--- config.mk ---
export PLATFORM = sky130hd
export DESIGN_NAME = text_console_ctrl
export DESIGN_NICKNAME = d
export VERILOG_FILES = /design/src/rtl/text_console_ctrl.sv
export SDC_FILE = /design/constraint.sdc
export NUM_CORES = 1
export LEC_CHECK = 0
export ABC_AREA = 1
export ABC_CLOCK_PERIOD_IN_PS = 3000
export CORE_ASPECT_RATIO = 1.75
export CORE_UTILIZATION = 55
export CTS_CLUSTER_DIAMETER = 100
export DETAILED_ROUTE_END_ITERATION = 10
export DONT_BUFFER_PORTS = 1
export PLACE_DENSITY_LB_ADDON = 0.05
export SLEW_MARGIN = 20
export SYNTH_ARGS = -nofsm -noshare
export SYNTH_HDL_FRONTEND = slang
export SYNTH_SLANG_ARGS = --single-unit
--- constraint.sdc ---
create_clock -name clk -period 3 [get_ports clk]
set_clock_uncertainty 0.15 [all_clocks]
set_input_delay 0 -clock clk [delete_from_list [all_inputs] [get_ports clk]]
set_output_delay 0 -clock clk [all_outputs]
set_load 0.02 [all_outputs]
--- src/rtl/text_console_ctrl.sv ---
// text_console_ctrl: turns an ASCII valid/ready stream into char_buf writes with cursor, wrap and row/screen clears.
// Define TEXT_CONSOLE_TAB_EN to expand 0x09 into spaces up to the next multiple-of-8 column.
module text_console_ctrl #(
   parameter int COLS       = 80,
   parameter int ROWS       = 40,
   parameter int ADDR_WIDTH = $clog2(COLS*ROWS)
) (
   input  logic                     clk,
   input  logic                     rst,
   input  logic                     in_valid,
   output logic                     in_ready,
   input  logic [6:0]               in_char,
   output logic                     cbuf_we,
   output logic [ADDR_WIDTH-1:0]    cbuf_waddr,
   output logic [6:0]               cbuf_wdata,
   input  logic                     cbuf_wdone,
   output logic [$clog2(ROWS)-1:0]  cur_row,
   output logic [$clog2(COLS)-1:0]  cur_col
);
   localparam int RW = $clog2(ROWS);
   localparam int CW = $clog2(COLS);
   localparam int AW = ADDR_WIDTH;

   typedef enum logic [1:0] {IDLE, PUT, CLR_ROW, CLR_ALL} state_t;

   state_t          state, state_n;
   logic            we_n, tab, tab_n, tab_code, accept, printable;
   logic [AW-1:0]   addr_n, row_base, row_last, cur_addr, next_base;
   logic [6:0]      data_n;
   logic [RW-1:0]   row_n, row_inc;
   logic [CW-1:0]   col_n, col_inc;

   assign in_ready  = state == IDLE;
   assign accept    = in_valid && in_ready;
   assign printable = in_char >= 7'h20 && in_char <= 7'h7E;
`ifdef TEXT_CONSOLE_TAB_EN
   assign tab_code  = in_char == 7'h09;
`else
   assign tab_code  = 1'b0;
`endif
   assign row_inc   = (cur_row == RW'(ROWS-1)) ? '0 : cur_row + 1'b1;
   assign col_inc   = cur_col + 1'b1;
   assign row_base  = AW'(cur_row) * AW'(COLS);
   assign row_last  = row_base + AW'(COLS-1);
   assign cur_addr  = row_base + AW'(cur_col);
   assign next_base = AW'(row_inc) * AW'(COLS);

   // Next write/cursor: a write is held until wdone, then one idle cycle decides what follows
   always_comb begin
      state_n = state;
      we_n    = cbuf_we;
      addr_n  = cbuf_waddr;
      data_n  = cbuf_wdata;
      row_n   = cur_row;
      col_n   = cur_col;
      tab_n   = tab;
      if (state == IDLE) begin
         if (accept) begin
            state_n = PUT;
            addr_n  = cur_addr;
            data_n  = 7'h00;
            if (printable || tab_code) begin
               we_n   = 1'b1;
               data_n = tab_code ? 7'h20 : in_char;
               tab_n  = tab_code;
            end else if (in_char == 7'h0A) begin
               state_n = CLR_ROW;
               we_n    = 1'b1;
               addr_n  = next_base;
               row_n   = row_inc;
               col_n   = '0;
            end else if (in_char == 7'h0D) begin
               col_n = '0;
            end else if (in_char == 7'h08 && cur_col != '0) begin
               we_n   = 1'b1;
               addr_n = cur_addr - 1'b1;
               col_n  = cur_col - 1'b1;
            end else if (in_char == 7'h0C) begin
               state_n = CLR_ALL;
               we_n    = 1'b1;
               addr_n  = '0;
            end
         end
      end else if (cbuf_we) begin
         we_n = !cbuf_wdone;
      end else if (state == PUT && cbuf_wdata != '0) begin
         if (cur_col == CW'(COLS-1)) begin
            state_n = CLR_ROW;
            we_n    = 1'b1;
            addr_n  = next_base;
            data_n  = 7'h00;
            row_n   = row_inc;
            col_n   = '0;
            tab_n   = 1'b0;
         end else begin
            col_n = col_inc;
            if (tab && col_inc[2:0] != 3'd0) begin
               we_n   = 1'b1;
               addr_n = cbuf_waddr + 1'b1;
            end else begin
               state_n = IDLE;
               tab_n   = 1'b0;
            end
         end
      end else if ((state == CLR_ROW && cbuf_waddr != row_last) ||
                   (state == CLR_ALL && cbuf_waddr != AW'(COLS*ROWS-1))) begin
         we_n   = 1'b1;
         addr_n = cbuf_waddr + 1'b1;
      end else begin
         state_n = IDLE;
         tab_n   = 1'b0;
         if (state == CLR_ALL) begin
            row_n = '0;
            col_n = '0;
         end
      end
   end

   // State, registered write port and cursor; reset abandons any write sequence in flight
   always_ff @(posedge clk or posedge rst) begin
      if (rst) begin
         state      <= IDLE;
         cbuf_we    <= 1'b0;
         cbuf_waddr <= '0;
         cbuf_wdata <= '0;
         cur_row    <= '0;
         cur_col    <= '0;
         tab        <= 1'b0;
      end else begin
         state      <= state_n;
         cbuf_we    <= we_n;
         cbuf_waddr <= addr_n;
         cbuf_wdata <= data_n;
         cur_row    <= row_n;
         cur_col    <= col_n;
         tab        <= tab_n;
      end
   end
endmodule

* Word-level counts from Yosys, hierarchy flattened *
Cells that the tools add are included.
Widths: inputs -> output; s select.

storage, ports and cells
  input bits = 11
  output and inout bits = 34
  logic and storage cells = 136
  bits in registers = 36

cells by class
  multipliers = 2
  eq/ne operators = 23
  mux-type cells = 71
  add/sub/neg operators = 7
  reduce and logical (&&, ||, !) cells = 24
  order comparisons = 2

operator list
  operator               count
  $mux 12                12
  $mux 7                 17
  $mux 6                 10
  $eq 7x4->1 const B     4
  $mux 2                 12
  $mux 1                 20
  $mul 6x3->8 const B    2
  $reduce_bool 7->1      2
  $add 12x1->12 const B  1
  $add 12x7->12          1
  $add 12x7->12 const B  1
  $ne 12x12->1           1
  $ne 12x12->1 const B   1
  $reduce_and 4->1       3
  $sub 12x1->12 const B  1
  $reduce_bool 3->1      3
  $ne 4x4->1 const B     2
  $add 7x1->7 const B    1
  $eq 7x7->1 const B     1
  $ge 7x6->1 const B     1
  $le 7x7->1 const B     1
  $logic_and 1x1->1      7
  $reduce_and 7->1       1
  $sub 7x1->7 const B    1
  18 further kinds       23

* Logic depth before layout (Yosys ltp) *
Gate-level depths: netlist of run 1.

  depth after elaboration = 9
  mapped depth = 20
  mapped depth without buffers = 20

* Least setup slack after synthesis of run 1 *
No wires, ideal clock.

  path type = register -> register
  start = reg cur_row[0]
  end = reg cbuf_waddr[11]
  period minus slack after synthesis = 3.113 ns
  path slack = -0.113 ns
  buffers on the path = 0
  library setup time = 0.117 ns
  arrival time = 2.846 ns
  stages on the path, launching flop included = 20
  required time = 2.733 ns
  cell sequence = dfrtp_1 ha_1 nand2_1 inv_1 nand3_1 o21ai_0 a21oi_1 ha_1 ha_1 fa_1 a21oi_1 inv_1 nand2_1 nand3_1 nand3_1 nand2_1 inv_1 nand3_1 nor2_1 nor2_1

between the ends
  word-level cells in the longest chain between the ends = 9
  elaborated cells between the ends (all ways) = 23
  those cells by class = add/sub (4); mul (2); eq/ne (2); mux (11); reduce/logical (4)

RTL lines
  what                                             RTL line  RTL
  start: declaration                               17        output logic [$clog2(ROWS)-1:0] cur_row,
  start signal: assignment                         134       cur_row <= row_n;
  $mul 6x3->8                                      43        assign row_base = AW'(cur_row) * AW'(COLS);
  $add 12x7->12                                    45        assign cur_addr = row_base + AW'(cur_col);
  $sub 12x1->12 / $mux 12 (equally long branches)  76, 78
  $mux 12                                          74        end else if (in_char == 7'h08 && cur_col != '0) begin
  $mux 12                                          72        end else if (in_char == 7'h0D) begin
  $mux 12                                          66        end else if (in_char == 7'h0A) begin
  $mux 12                                          62        if (printable || tab_code) begin
  $mux 12                                          58        if (accept) begin
  $mux 12                                          57        if (state == IDLE) begin
  end signal: assignment                           132       cbuf_waddr <= addr_n;
  end: declaration                                 14        output logic [ADDR_WIDTH-1:0] cbuf_waddr,

Parallel ways exist; a longest one is shown, timed or not. The select of a mux whose other input is x is not followed.
A chain may end at the register's enable or synchronous reset.

* Worst setup path in the final report of run 1 *
  start = reg cur_row[1]
  end = reg cur_row[5]

between the ends
  word-level cells in the longest chain between the ends = 7
  elaborated cells between the ends (all ways) = 17
  those cells by class = add/sub (2); mul (1); eq/ne (3); mux (8); reduce/logical (3)

RTL lines
  what                               RTL line  RTL
  $mul 6x3->8                        43
  $add 12x7->12                      44        assign row_last = row_base + AW'(COLS-1);
  $ne 12x12->1                       105       end else if ((state == CLR_ROW && cbuf_waddr != row_last) ||
  $logic_and 1x1->1                  105
  $logic_or 1x1->1                   105
  $ne 3x3->1 (no source line)        -
  $reduce_and 7->1 (no source line)  -

Parallel ways exist; a longest one is shown, timed or not. The select of a mux whose other input is x is not followed.

==> impl_metrics.csv, run 1 <==
group,metric,value,unit
critical_path,critical-path-slowest-cell,"fa_2",
power,leakage,2.52,nW
outcome,violations,"setup timing",
logic_synthesis,synth.largest_area_cell,"dfrtp_1",
logic_synthesis,async_reset_ff_frac,1.00,
power,ir_drop,712,uV
logic_synthesis,ys_types,44,
critical_path,critical_path_buf_inv_count,2,
detailed_routing,vias_per_cell,5.81,
global_routing,grt_overflow_total,0,
timing,max_clock_freq,325,MHz
layout,finalNetCount,712,
critical_path,crit_type,"flip-flop to flip-flop",
run,max_cap_violations,0,
critical_path,cp_top_family,"adder cells",
floorplan,die_x,65.5,um
timing,slew_viol_final,0,
timing,worst_pin_slew,0.751,ns
clock_tree,tritoncts,"yes",
timing,fin_crit_sh,1.02,
critical_path,crit_chain,"ha_4 -> ha_4 -> fa_2 -> inv_2 -> nand2_2 -> nand2_1 -> nand2_1 -> nand3_2 -> nor2_1 -> nand2_1 -> nor2_4 -> nand3_4 -> nand2_4 -> nand4_1 -> buf_6 -> nand2_2 -> o21ai_1",
logic_synthesis,synth_edf_count,0,
timing,max-slew-margin-rel,0.493,
detailed_routing,remaining_drc_errors,0,
logic_synthesis,synth_top_area_share,0.226,
critical_path,path_depth,17,
timing,fin_crit,3.07,ns
detailed_routing,first_pass_iters,5,
timing,whs,0.0522,ns
floorplan,start_util,0.566,
global_routing,grt_max_degree,24,
detailed_routing,num_vias,4407,
clock_tree,cts_max_path_buffers,2,
detailed_routing,drt_iter0_markers,260,
detailed_routing,ant_nets,0,
clock_tree,clk_pin_slew,0.06,ns
logic_synthesis,synth_commonest_cells,"nand2_1, inv_1, nand3_1",
floorplan,fp.dieH,113,um
floorplan,rows,40,
power,power_density,847,mW/mm^2
global_routing,grt_pass1_vias,4251,
critical_path,start_kind,"flip-flop",
logic_synthesis,yosys_warnings,0,
outcome,outcome,"finished with violations",
logic_synthesis,synth_most_common_cell,"nand2_1",
critical_path,cpPeakStageDelay,0.60,ns
critical_path,critPathCaptureType,"flip-flop",
logic_synthesis,syn_nets,646,
clock_tree,worstSkewPairLatency,0.29,ns
clock_tree,cts_htree_levels,2,
floorplan,die_area,0.00741,mm^2
logic_synthesis,syn_area_per_cell,6.39,um^2
logic_synthesis,synth_flop_cell,"dfrtp_1",
logic_synthesis,synth_area,0.00388,mm^2
detailed_routing,wl_per_cell,17.9,um
critical_path,crit_top_cell,"nand2_1",
logic_synthesis,synth_area_leaders,"dfrtp_1, nand2_1, nand3_1",
floorplan,ios,45,
layout,area_delta_synth_final,26.7,%
floorplan,core,0.00686,mm^2
timing,setup_viol,24,
hold_path,hold_class,"input port to async pin",
clock_tree,cts_sinks,35,
logic_synthesis,syn_inst,607,
critical_path,arrival,3.09,ns
layout,drive_gt1_frac,0.254,
place,place_inst,731,
layout,final_cell_count_no_fill,759,
layout,fin_util,0.717,
logic_synthesis,ys_seq_area_frac,0.226,
timing,setup_ws,-0.0731,ns
global_routing,antenna_found_initial,1,
place,io_buffers,0,
detailed_routing,totalWireLength,13600,um
place,gp_congestion,0.930,
critical_path,required,3.02,ns
global_routing,grt_pass1_wl,20100,um
clock_tree,root_buffer,"clkbuf_16",
timing,finalHoldViolCount,0,
critical_path,crit_fanout,6,
place,dpl.hpwl,10100,um
logic_synthesis,synth-seq-cells,35,
critical_path,reg2reg_depth,17,
global_routing,track_usage,0.365,
clock_tree,cts_buffers,5,
timing,rsz0062_at_grt,"yes",
## final timing paths
kind                            slack (ns)        from             to
min in group clk                      0.13  in_char[1]  cbuf_waddr[6]
worst max-delay path                 -0.07  cur_row[1]     cur_row[5]
max in group asynchronous             1.87         rst     cur_row[1]
worst min register to register        0.41  cur_col[0]     cur_col[0]
worst max register to register       -0.07  cur_row[1]     cur_row[5]
worst min-delay path                  0.05         rst  cbuf_waddr[4]
## cell families after synthesis
group	synth area share
AND/OR/NAND/NOR	0.394
buffers and inverters	0.101
XOR/XNOR	0.0361
AO/OA/AOI/OAI	0.147
flip-flops	0.226
adder cells (fa/ha/maj)	0.0961
## report_power, final
part           switching [mW]  total (mW)  internal, mW
Clock                   0.229       0.540         0.311
Sequential              0.326       0.968         0.642
Combinational            1.75        2.66         0.907
## flip-flops by register name, indices dropped and copies added, names as in the netlist
register / flops
state: 2
cbuf_we: 1
cur_col: 7
cbuf_wdata: 7
cur_row: 6
cbuf_waddr: 12
## repair_timing
| action | CTS | global route |
|---|---|---|
| cloned | 0 | 4 |
| setup endpoints to repair | 27 | 28 |
| pin swaps | 10 | 15 |
| setup buffers | 1 | 4 |
| endpoints found under the hold margin | 20 | 0 |
| hold buffers | 10 | 0 |
| gates resized for setup | 27 | 51 |
## cells in the final DEF, fill, tap and decap left out, types with 4 or more instances in the layout
cell type,Yosys,final
clkbuf_16,0,5
nor2_4,3,4
o21a_1,4,4
inv_2,7,11
inv_1,81,76
buf_4,0,49
nand2_4,3,6
o21ai_1,6,5
nor2_1,56,52
nand2_2,10,27
nor2_2,5,8
dlygate4sd3_1,0,10
o21ai_0,40,37
ha_4,0,6
dfrtp_1,35,33
o21ai_2,12,16
xor2_1,13,12
nand2_1,169,150
ha_1,25,17
nand3_2,3,10
nand3_1,67,59
a21oi_1,20,17
nand4_1,9,9
## stage by stage
stage,setup WS (ns),instance area (um^2),power [mW],TNS (ns)
floorplan,0.00658,3890,2.64,0
global route,-0.214,4910,4.43,-4.25
detailed placement,-0.245,4300,3.31,-3.22
CTS,-0.00263,4660,3.93,-0.00443
finish,-0.0731,4920,4.16,-1.00
global placement,-0.181,4300,3.27,-1.85
## routing by layer
layer,track usage,up-vias,wire [um]
li1,-,2115,-
met1,0.360,2065,4740
met2,0.660,162,7200
met3,0.0494,65,621
met4,0.277,0,1000
met5,0,-,0
## layout make-up
class / instances / area [um^2]
inverter: 90 / 353
timing repair inverter: 2 / 25.0
multi-input combinational: 476 / 2890
clock inverter: 3 / 23.8
clock buffer: 5 / 125
sequential: 35 / 878
fill: 589 / 1940
tap: 84 / 105
timing repair buffer: 63 / 517
antenna: 1 / 2.50
No activity file was read; power rests on OpenSTA's default activity.
==> inputs of run 2 (changes only) <==
--- a/config.mk
+++ b/config.mk
@@ -13,6 +13,7 @@
 export DETAILED_ROUTE_END_ITERATION = 10
 export DONT_BUFFER_PORTS = 1
 export PLACE_DENSITY_LB_ADDON = 0.05
+export REMOVE_ABC_BUFFERS = 1
 export SLEW_MARGIN = 20
 export SYNTH_ARGS = -nofsm -noshare
 export SYNTH_HDL_FRONTEND = slang
==> run 2 against run 1 <==
The run still ends with setup timing left. Via count decreased by 0.59%. Die area unchanged. Sequential cell count unchanged. Hold slack improved by 0.090 ns. Critical path type unchanged.
==> impl_metrics.csv, run 2 (synthesis gave the netlist of run 1 again) <==
group,metric,value,unit
power,p_seq_frac,0.221,
critical_path,start_kind,"flip-flop",
power,power_density,879,mW/mm^2
power,leakage,2.60,nW
detailed_routing,ant_nets,0,
timing,setup_viol,13,
timing,fin_crit,3.04,ns
clock_tree,tritoncts,"yes",
critical_path,reg2reg_depth,19,
place,dpl.hpwl,10100,um
global_routing,antenna_found_initial,0,
timing,whs,0.142,ns
critical_path,crit_chain,"buf_6 -> ha_4 -> ha_4 -> fa_2 -> nand2_2 -> inv_2 -> nand3_1 -> nand2_1 -> nand2_2 -> nand2_1 -> nand2_2 -> nor2_4 -> nand3_4 -> nand2_4 -> nand2_4 -> nand2_8 -> clkinv_8 -> nor2_1 -> nor2_1",
critical_path,r2r-end,"cbuf_waddr[11]",
timing,finalHoldViolCount,0,
layout,largest_reg_flops,12,
layout,layout_commonest_cell,"nand2_1",
clock_tree,cts_htree_levels,2,
power,power.share.switching,0.544,
detailed_routing,wl_per_cell,17.8,um
outcome,outcome,"finished with violations",
critical_path,crit_top_cell,"nand2_2",
clock_tree,cts_buffers,5,
floorplan,rows,40,
clock_tree,cts_max_path_buffers,2,
place,gp_congestion,0.961,
layout,stdcell_area,0.00500,mm^2
floorplan,core,0.00686,mm^2
critical_path,crit_start,"cur_row[0]",
place,io_buffers,0,
critical_path,required,3.03,ns
critical_path,crit_fanout,5,
critical_path,cpPeakStageDelay,0.60,ns
timing,slew_viol_final,0,
layout,reg_top3,"cbuf_waddr x12, cbuf_wdata x7, cur_col x7",
hold_path,hold_class,"input port to async pin",
global_routing,grt_pass1_wl,20300,um
timing,rsz0062_at_grt,"yes",
global_routing,grt_pass1_vias,4388,
critical_path,critPathCaptureType,"flip-flop",
clock_tree,cts_sinks,35,
layout,area_delta_synth_final,28.9,%
timing,worst_pin_slew,0.731,ns
floorplan,fp.dieH,113,um
layout,regMostFlops,"cbuf_waddr",
timing,max_clock_freq,329,MHz
global_routing,grt_max_degree,20,
detailed_routing,vias_per_cell,5.77,
power,p_switching,2.39,mW
global_routing,track_usage,0.367,
timing,finalSetupTns,-0.263,ns
detailed_routing,first_pass_iters,5,
run,max_cap_violations,0,
critical_path,arrival,3.06,ns
layout,n_antenna_cell,0,
power,ir_drop,772,uV
critical_path,ff2ff_setup_slack,-0.04,ns
power,p_int,2.00,mW
timing,fin_crit_sh,1.01,
detailed_routing,num_vias,4381,
detailed_routing,remaining_drc_errors,0,
floorplan,start_util,0.566,
layout,finalNetCount,713,
outcome,violations,"setup timing",
layout,layout_common_cells,"nand2_1, inv_1, nand3_1",
floorplan,ios,45,
power,p_comb_frac,0.641,
layout,drive_gt1_frac,0.270,
critical_path,rr_startpoint,"cur_row[0]",
clock_tree,root_buffer,"clkbuf_16",
clock_tree,worstSkewPairLatency,0.28,ns
global_routing,grt_overflow_total,0,
critical_path,critical-path-slowest-cell,"fa_2",
place,post-place-ws,-0.303,ns
detailed_routing,totalWireLength,13500,um
timing,max-slew-margin-rel,0.512,
power,clockPowerShare,0.138,
clock_tree,clk_pin_slew,0.06,ns
timing,setup_ws,-0.0381,ns
detailed_routing,drt_iter0_markers,280,
critical_path,crit_type,"flip-flop to flip-flop",
floorplan,die_x,65.5,um
place,place_area,0.00429,mm^2
critical_path,crit_path_end,"cbuf_waddr[11]",
floorplan,die_area,0.00741,mm^2
## run 2: cell type report
type                            instances  area [um^2]
Multi-Input combinational cell        476         2940
Fill cell                             585         1850
Sequential cell                        35          878
Timing Repair Buffer                   64          533
Inverter                               90          354
Clock buffer                            5          125
Tap cell                               84          105
Clock inverter                          3         43.8
Timing Repair inverter                  2         22.5
## run 2: critical path, delay by kind of cell, from the launching register on
| kind | cells | cell delay (ns) |
|---|---|---|
| simple gates | 13 | 1.15 |
| fa+ha+maj | 3 | 0.91 |
| flops | 1 | 0.42 |
| buf+inv | 3 | 0.31 |
## run 2: routing by layer
metal / global-route usage / vias to the layer above / share of wire
li1: - / 2118 / -
met1: 0.353 / 2053 / 0.34
met2: 0.685 / 152 / 0.55
met3: 0.0363 / 58 / 0.040
met4: 0.278 / 0 / 0.069
met5: 0 / - / 0
## run 2: how the worst min path moves through the flow
stage,to,cells after the start,start
6_report,cbuf_waddr[0],2,rst
5_1_grt,cbuf_we,2,cbuf_wdone
4_1_cts,cbuf_wdata[5],2,rst
3_5_place_dp,cbuf_wdata[5],1,rst
3_3_place_gp,cbuf_wdata[5],1,rst
2_1_floorplan,cbuf_we,1,cbuf_wdone
## run 2: timing repair
action,in CTS,in global routing
setup buffers,5,2
gates resized for setup,34,62
pin swaps,16,13
setup endpoints to repair,25,28
hold endpoints to repair,26,0
hold buffers,10,0
cloned,1,3
## run 2: metrics by stage
step,std cells,utilization,power (mW)
finish,759,0.730,4.39
global placement,730,0.626,3.32
global route,759,0.730,4.70
CTS,754,0.692,4.09
floorplan,600,-,2.57
detailed placement,730,0.626,3.36
## run 2: power groups by stage
| stage | clock (mW) | combinational (mW) | sequential [mW] |
|---|---|---|---|
| after floorplan | 0 | 1.55 | 1.02 |
| after global placement | 0 | 2.35 | 0.969 |
| after detailed placement | 0 | 2.38 | 0.975 |
| after CTS | 0.610 | 2.51 | 0.967 |
| after global routing | 0.625 | 3.08 | 0.995 |
| final | 0.606 | 2.82 | 0.973 |
==> inputs of run 3 (changes only) <==
--- a/config.mk
+++ b/config.mk
@@ -9,11 +9,11 @@
 export ABC_CLOCK_PERIOD_IN_PS = 3000
 export CORE_ASPECT_RATIO = 1.75
 export CORE_UTILIZATION = 55
-export CTS_CLUSTER_DIAMETER = 100
 export DETAILED_ROUTE_END_ITERATION = 10
 export DONT_BUFFER_PORTS = 1
 export PLACE_DENSITY_LB_ADDON = 0.05
 export REMOVE_ABC_BUFFERS = 1
+export SKIP_CTS_REPAIR_TIMING = 1
 export SLEW_MARGIN = 20
 export SYNTH_ARGS = -nofsm -noshare
 export SYNTH_HDL_FRONTEND = slang
==> run 3 against run 2 <==
Largest power group unchanged. The flow still finishes with violations (setup timing). Setup slack worse by 0.096 ns. Critical endpoint unchanged. Total power is 3.4% lower. Maximum frequency down 3.1%.
==> impl_metrics.csv, run 3 (synthesis gave the netlist of run 1 again) <==
group,metric,value,unit
power,leakage,2.50,nW
floorplan,start_util,0.566,
critical_path,critical-path-slowest-cell,"dfrtp_2",
layout,n_fill_cell,617,
power,p_int,1.95,mW
critical_path,crit_chain,"ha_4 -> nand2_1 -> inv_1 -> nand3_1 -> o21ai_0 -> a21oi_1 -> ha_1 -> ha_4 -> fa_2 -> a21oi_2 -> inv_1 -> nand2_2 -> nand3_2 -> nand3_2 -> nand2_2 -> inv_2 -> nand3_2 -> nor2_2 -> nor2_1",
clock_tree,cts_max_path_buffers,2,
layout,layout_common_cells,"nand2_1, inv_1, nand3_1",
layout,largest_reg_flops,12,
timing,whs,0.141,ns
clock_tree,tritoncts,"yes",
layout,drive_gt1_frac,0.217,
place,io_buffers,0,
timing,max_clock_freq,319,MHz
place,gp_congestion,0.961,
critical_path,critPathCaptureType,"flip-flop",
layout,regMostFlops,"cbuf_waddr",
clock_tree,cts_htree_levels,2,
clock_tree,root_buffer,"clkbuf_16",
power,ir_drop,723,uV
timing,worst_pin_slew,0.728,ns
detailed_routing,totalWireLength,12900,um
timing,setup_ws,-0.134,ns
power,power_density,884,mW/mm^2
timing,finalHoldViolCount,0,
critical_path,arrival,3.16,ns
outcome,outcome,"finished with violations",
clock_tree,cts_sinks,35,
power,p_switching,2.30,mW
floorplan,fp.dieH,113,um
global_routing,grt_util_met1,0.341,
clock_tree,worstSkewPairLatency,0.28,ns
global_routing,antenna_found_initial,0,
layout,layout_commonest_cell,"nand2_1",
global_routing,global_route.usage.met3,0.0373,
floorplan,rows,40,
critical_path,crit_type,"flip-flop to flip-flop",
hold_path,hold_class,"input port to async pin",
global_routing,grt_busiest_layer,"met2",
critical_path,cp_top_family,"adder cells",
timing,fin_crit_sh,1.04,
clock_tree,clk_pin_slew,0.06,ns
floorplan,ios,45,
detailed_routing,first_pass_iters,6,
critical_path,start_kind,"flip-flop",
detailed_routing,ant_nets,0,
run,max_cap_violations,0,
critical_path,crit_fanout,4,
place,dpl.hpwl,10100,um
detailed_routing,remaining_drc_errors,0,
place,post-place-ws,-0.303,ns
critical_path,critical_path_buf_inv_count,3,
global_routing,grt_pass1_vias,4213,
timing,rsz0062_at_grt,"yes",
floorplan,die_x,65.5,um
layout,area_delta_synth_final,23.7,%
detailed_routing,wl_per_cell,17.1,um
global_routing,grt_max_degree,20,
critical_path,path_depth,19,
clock_tree,cts_buffers,5,
global_routing,grt_overflow_total,0,
power,p_comb_frac,0.627,
timing,fin_crit,3.13,ns
global_routing,grt_pass1_wl,19300,um
timing,setup_viol,19,
layout,finalNetCount,706,
floorplan,core,0.00686,mm^2
critical_path,reg2reg_depth,19,
detailed_routing,drt_iter0_markers,333,
detailed_routing,num_vias,4288,
power,power.share.switching,0.541,
critical_path,crit_top_cell,"nand3_2",
global_routing,met2_usage,0.651,
detailed_routing,vias_per_cell,5.69,
timing,max-slew-margin-rel,0.514,
critical_path,required,3.03,ns
timing,slew_viol_final,0,
power,p_seq_frac,0.231,
global_routing,track_usage,0.350,
critical_path,ff2ff_setup_slack,-0.13,ns
floorplan,die_area,0.00741,mm^2
power,clockPowerShare,0.143,
outcome,violations,"setup timing",
critical_path,cpPeakStageDelay,0.45,ns
layout,reg_top3,"cbuf_waddr x12, cbuf_wdata x7, cur_col x7",
run 3: changes by cell type in the layout (fill, tap and decap cells not counted), moves of 3 or more:
cell | previous run | this run
ha_2 | 3 | 0
nand2_2 | 32 | 22
nand2_4 | 13 | 3
buf_4 | 49 | 44
nand3_1 | 61 | 64
ha_1 | 15 | 19
nand2_1 | 138 | 156
run 3: metal layers:
layer  vias to the layer above  share of wire
met5                         -              0
met4                         0          0.069
met3                        56          0.036
met2                       153           0.54
met1                      1972           0.35
li1                       2107              -
run 3: cell type report:
| cell class | instances | area [um^2] | area share |
|---|---|---|---|
| multi-input cells | 475 | 2790 | 0.582 |
| flip-flops and latches | 35 | 878 | 0.183 |
| repair buffers | 58 | 484 | 0.101 |
| inverters | 90 | 350 | 0.0730 |
| clock buffers | 5 | 125 | 0.0261 |
| well taps | 84 | 105 | 0.0219 |
| clock inverters | 3 | 43.8 | 0.00912 |
| repair inverters | 2 | 17.5 | 0.00365 |
| diodes | 1 | 2.50 | 0.000521 |
run 3: worst register-to-register path, stage by stage (launching register included):
cell and delay (ns):
dfrtp_2 0.45, ha_4 0.17, nand2_1 0.07, inv_1 0.05, nand3_1 0.09, o21ai_0 0.09
a21oi_1 0.21, ha_1 0.32, ha_4 0.19, fa_2 0.41, a21oi_2 0.16, inv_1 0.07
nand2_2 0.09, nand3_2 0.10, nand3_2 0.09, nand2_2 0.06, inv_2 0.05, nand3_2 0.07
nor2_2 0.10, nor2_1 0.05
run 3: power by group through the flow:
stage	registers, mW	clock network (mW)	logic (mW)
6_report	0.979	0.606	2.66
5_1_grt	1.00	0.624	2.92
4_1_cts	0.966	0.610	2.40
3_5_place_dp	0.975	0	2.38
3_3_place_gp	0.969	0	2.35
2_1_floorplan	1.02	0	1.55
run 3: through the flow:
step	utilization	total power, mW	setup TNS, ns	area [um^2]	cells
after CTS	0.651	3.98	-3.31	4460	738
final	0.700	4.24	-0.654	4800	753
after floorplan	-	2.57	-0.560	3830	600
after global routing	0.700	4.55	-4.91	4800	752
after detailed placement	0.626	3.36	-3.04	4290	730
after global placement	0.626	3.32	-2.24	4290	730
run 3: final timing paths:
check / from / end
setup / recovery: cur_row[1] / cbuf_waddr[11]
hold / removal: rst / cbuf_wdata[5]
min in group clk: in_char[1] / cbuf_waddr[6]
hold reg to reg: cur_col[0] / cur_col[0]
setup reg to reg: cur_row[1] / cbuf_waddr[11]
max in group asynchronous: rst / cur_row[1]
